### src/rtl/rr_grant_ctrl.sv
// Round-robin grant controller: registered one-hot grant, one dead cycle between owners.
// Define RR_TIMEOUT_EN to revoke a grant held for MAX_HOLD cycles (pulses timeout).
module rr_grant_ctrl #(
  parameter int unsigned N        = 4,
  parameter int unsigned IDW      = $clog2(N),
  parameter int unsigned MAX_HOLD = 8
) (
  input  logic           clk,
  input  logic           clr,
  input  logic [N-1:0]   req,
  output logic [N-1:0]   grant,
  output logic [IDW-1:0] gnt_id,
  output logic           busy,
  output logic           timeout
);

  typedef enum logic [1:0] {StIdle, StGrant, StGap} state_e;

  state_e         state_q;
  logic [IDW-1:0] ptr_q;
  logic           pick_vld;
  logic [IDW-1:0] pick_idx;
  logic [IDW-1:0] next_ptr;
  logic           owner_req;
  int unsigned    j;

  if (N < 2 || MAX_HOLD < 2) begin : g_bad_param
    $error("rr_grant_ctrl: N and MAX_HOLD must both be >= 2");
  end

  // First requester at or after ptr_q, wrapping modulo N.
  always_comb begin
    pick_vld = 1'b0;
    pick_idx = '0;
    j        = 0;
    for (int unsigned k = 0; k < N; k++) begin
      j = (32'(ptr_q) + k) % N;
      if (!pick_vld && req[j]) begin
        pick_vld = 1'b1;
        pick_idx = IDW'(j);
      end
    end
  end

  assign next_ptr  = (32'(gnt_id) == N - 1) ? '0 : gnt_id + IDW'(1);
  assign owner_req = req[gnt_id];

`ifdef RR_TIMEOUT_EN
  localparam int unsigned CW = $clog2(MAX_HOLD);
  logic [CW-1:0] hold_q;

  always_ff @(posedge clk or posedge clr) begin
    if (clr) begin
      state_q <= StIdle;
      ptr_q   <= '0;
      hold_q  <= '0;
      grant   <= '0;
      gnt_id  <= '0;
      busy    <= 1'b0;
      timeout <= 1'b0;
    end else begin
      timeout <= 1'b0;
      case (state_q)
        StIdle, StGap: begin
          if (pick_vld) begin
            grant   <= N'(1) << pick_idx;
            gnt_id  <= pick_idx;
            busy    <= 1'b1;
            hold_q  <= '0;
            state_q <= StGrant;
          end else begin
            state_q <= StIdle;
          end
        end
        StGrant: begin
          if (!owner_req || hold_q == CW'(MAX_HOLD - 1)) begin
            grant   <= '0;
            busy    <= 1'b0;
            ptr_q   <= next_ptr;
            timeout <= owner_req;
            state_q <= StGap;
          end else begin
            hold_q <= hold_q + CW'(1);
          end
        end
        default: state_q <= StIdle;
      endcase
    end
  end
`else
  assign timeout = 1'b0;

  always_ff @(posedge clk or posedge clr) begin
    if (clr) begin
      state_q <= StIdle;
      ptr_q   <= '0;
      grant   <= '0;
      gnt_id  <= '0;
      busy    <= 1'b0;
    end else begin
      case (state_q)
        StIdle, StGap: begin
          if (pick_vld) begin
            grant   <= N'(1) << pick_idx;
            gnt_id  <= pick_idx;
            busy    <= 1'b1;
            state_q <= StGrant;
          end else begin
            state_q <= StIdle;
          end
        end
        StGrant: begin
          if (!owner_req) begin
            grant   <= '0;
            busy    <= 1'b0;
            ptr_q   <= next_ptr;
            state_q <= StGap;
          end
        end
        default: state_q <= StIdle;
      endcase
    end
  end
`endif

endmodule

### config.mk
export PLATFORM = sky130hd
export DESIGN_NAME = rr_grant_ctrl
export DESIGN_NICKNAME = d
export VERILOG_FILES = /design/src/rtl/rr_grant_ctrl.sv
export SDC_FILE = /design/constraint.sdc
export NUM_CORES = 1
export LEC_CHECK = 0
export CORE_MARGIN = 4
export CORE_UTILIZATION = 30
export CTS_BUF_LIST = sky130_fd_sc_hd__clkbuf_16
export DETAILED_ROUTE_END_ITERATION = 8
export GPL_TIMING_DRIVEN = 0
export PLACE_DENSITY_LB_ADDON = 0.15
export SYNTH_ARGS = -nofsm -noshare
export SYNTH_HDL_FRONTEND = slang
export SYNTH_SLANG_ARGS = --single-unit
### constraint.sdc
create_clock -name clk -period 2.5 [get_ports clk]
set_clock_uncertainty 0.15 [all_clocks]
set_input_delay 0.5 -clock clk [delete_from_list [all_inputs] [get_ports clk]]
set_output_delay 0.5 -clock clk [all_outputs]
set_load 0.02 [all_outputs]
==> out/qor.txt <==
TritonCTS clock tree: yes
cell-internal power: 0.000700 W
Switching Share: 34.7%
status: finished, final reports clean
CP startpoint kind: primary input
Via density: 4.77
largest net degree at the start of global routing: 12
I/O Buffers: 12
fin cells: 93
CTS max path bufs: 2
#FFs+latches synth: 11
Boundary Pins: 14
Initial DRC Count: 8
RSZ-0062 raised after global routing: no
Die Width: 51.4 um
Detailed Route WL: 1.24 mm
vias in the first global route: 468
total number of vias: 444
DR WL/cell: 13.4 um
first-pass GRT wire length: 2.23 mm
crit path DAT: 2300 ps
Distinct cells, synth: 21
sequential group share of total power: 30.5%
met3 WL: 117 um
Clock power frac: 27.0%
Post-Synthesis Cells: 52
setup slack, reg-to-reg: 470 ps
die height: 51.4 um
post_cts resized: 0
Final period util: 93.3%
Top Layer Used: met4
Hold Crit Class: reg2reg
clk sinks: 11
element type at the critical path end: flop
Initial Util: 32.1%
GP Congestion: 0.693
post-CTS setup buffer count: 0
TritonCTS buffer count: 3
Min Hold Slack: 371 ps
M1 WL: 590 um
GRT overflow: 0
initial antenna violation count: 0
Nets: 76
syn avg cell area: 10.9 um2
fmax: 429 MHz
sequential element share of the synthesized area: 48.7%
Die Footprint: 2640 um2
CP Class: in2reg
total number of H-tree levels: 1
GRT Overall Usage: 11.9%
Fill cells: 185
crit path max fanout: 8
NetSw: 0.000372 W
Layout Utilization: 45.1%
TritonRoute pass-1 iters: 4
worst-skew pair later-pin latency: 240 ps
leakage power: 0.352 nW
Area Growth Syn to Fin: 40.7%
cts hold-fix bufs: 0
met2 wire length: 527 um
Synth Net Count: 59
Syn Std Cell Area: 566 um2
Combinational Power Share: 42.5%
Reg clk slew, reported paths: 40 ps
core region area: 1760 um2
diode count: 0
Final Hold Vio Count: 0
final instance area: 796 um2
max-cap violation count: 0
power per cell area: 1350 nW/um2
cell count after placement: 89
clk root buf: clkbuf_16
final setup fails: 0
ANT nets after route: 0
dpl cell area: 717 um2
Final min period: 2330 ps
share of layout cells above drive strength 1: 11.8%
synth warn: 0
Critical Path RT: 2470 ps
worst vdd ir: 589 uV
DRC Markers: 0
Post-DP HPWL: 879 um
site row count: 15
max-slew violations: 0
[critical path: stages]
cell,delay [ps]
clkdlybuf4s50_1,490
mux4_2,550
nor3b_4,420
mux2_4,340
[kinds of logic (layout without fill, tap and decap cells)]
logic type	after synthesis	in the layout	synth area share [%]
flops	11	11	48.7
other cells	1	1	0.663
simple gates	16	16	15.7
buf+inv	5	21	3.98
compound gates	15	15	19.5
fa+ha+maj	1	1	2.21
mux	3	3	9.29
[state kept, by name, summed over array words and instances, names as in the netlist]
register and cells:
gnt_id 2, ptr_q 2, grant 4, busy 1, state_q 2
[cells in the final DEF, fill, tap and decap left out]
cell type        count
o32a_1               1
inv_1                4
buf_4                1
conb_1               1
nor3b_4              1
clkdlybuf4s50_1     12
o21ai_0              3
a211o_1              1
mux4_2               1
nor2b_1              2
nand2b_1             2
nand3b_1             1
o32ai_1              5
mux2_4               2
ha_1                 1
clkbuf_16            3
a211oi_1             1
dfrtp_1             11
a21o_1               2
nand2_1              7
a21oi_1              2
clkbuf_1             1
nor2_1               3
[routing by layer]
metal	vias up	GRT usage, %
met3	2	7.29
li1	217	-
met2	16	16.9
met4	0	5.24
met1	209	14.2
met5	-	0
[path summary, 6_finish.rpt]
check	from	cells after the start	to
worst max-delay path	req[3]	4	ptr_q[0]
worst min-delay path	state_q[1]	1	state_q[1]
worst max register to register	gnt_id[0]	3	ptr_q[0]
worst min register to register	state_q[1]	1	state_q[1]
max in group asynchronous	clr	2	gnt_id[0]
min in group asynchronous	clr	2	state_q[1]
[power groups by stage]
| stage | clock network, W | registers, W | logic [W] |
|---|---|---|---|
| 6_report | 0.000290 | 0.000327 | 0.000456 |
| 5_1_grt | 0.000308 | 0.000339 | 0.000504 |
| 4_1_cts | 0.000296 | 0.000328 | 0.000464 |
| 3_5_place_dp | 0 | 0.000330 | 0.000458 |
| 3_3_place_gp | 0 | 0.000330 | 0.000454 |
| 2_1_floorplan | 0 | 0.000373 | 0.000252 |
[metrics by stage]
stage | worst slack, ps | power [W] | TNS [ps]
2_1_floorplan | 499 | 0.000625 | 0
3_3_place_gp | -59.1 | 0.000784 | -117
3_5_place_dp | -78.7 | 0.000788 | -157
4_1_cts | 160 | 0.00109 | 0
5_1_grt | 108 | 0.00115 | 0
6_report | 167 | 0.00107 | 0
[area by class of cell]
class / count / area [um2] / area share [%]
well taps: 25 / 31.3 / 3.93
clock buffers: 3 / 75.1 / 9.43
flip-flops and latches: 11 / 275 / 34.6
inverters: 3 / 11.3 / 1.42
plain buffers: 2 / 11.3 / 1.42
repair buffers: 12 / 120 / 15.1
multi-input cells: 36 / 268 / 33.6
clock inverters: 1 / 3.75 / 0.472
[cells in the mapped netlist (all sizes together)]
cell	instances	area, um2
a211oi	1	7.51
a211o	1	8.76
a21o	2	15.0
nor2	3	11.3
nand2	7	26.3
o32ai	5	43.8
mux2	2	30.0
mux4	1	22.5
o32a	1	10.0
dfrtp	11	275
nor2b	2	12.5
o21ai	3	15.0
inv	3	11.3
conb	1	3.75
buf	1	7.51
nand3b	1	7.51
nand2b	2	12.5
clkbuf	1	3.75
ha	1	12.5
nor3b	1	18.8
a21oi	2	10.0
No activity file was read; power rests on OpenSTA's default activity.
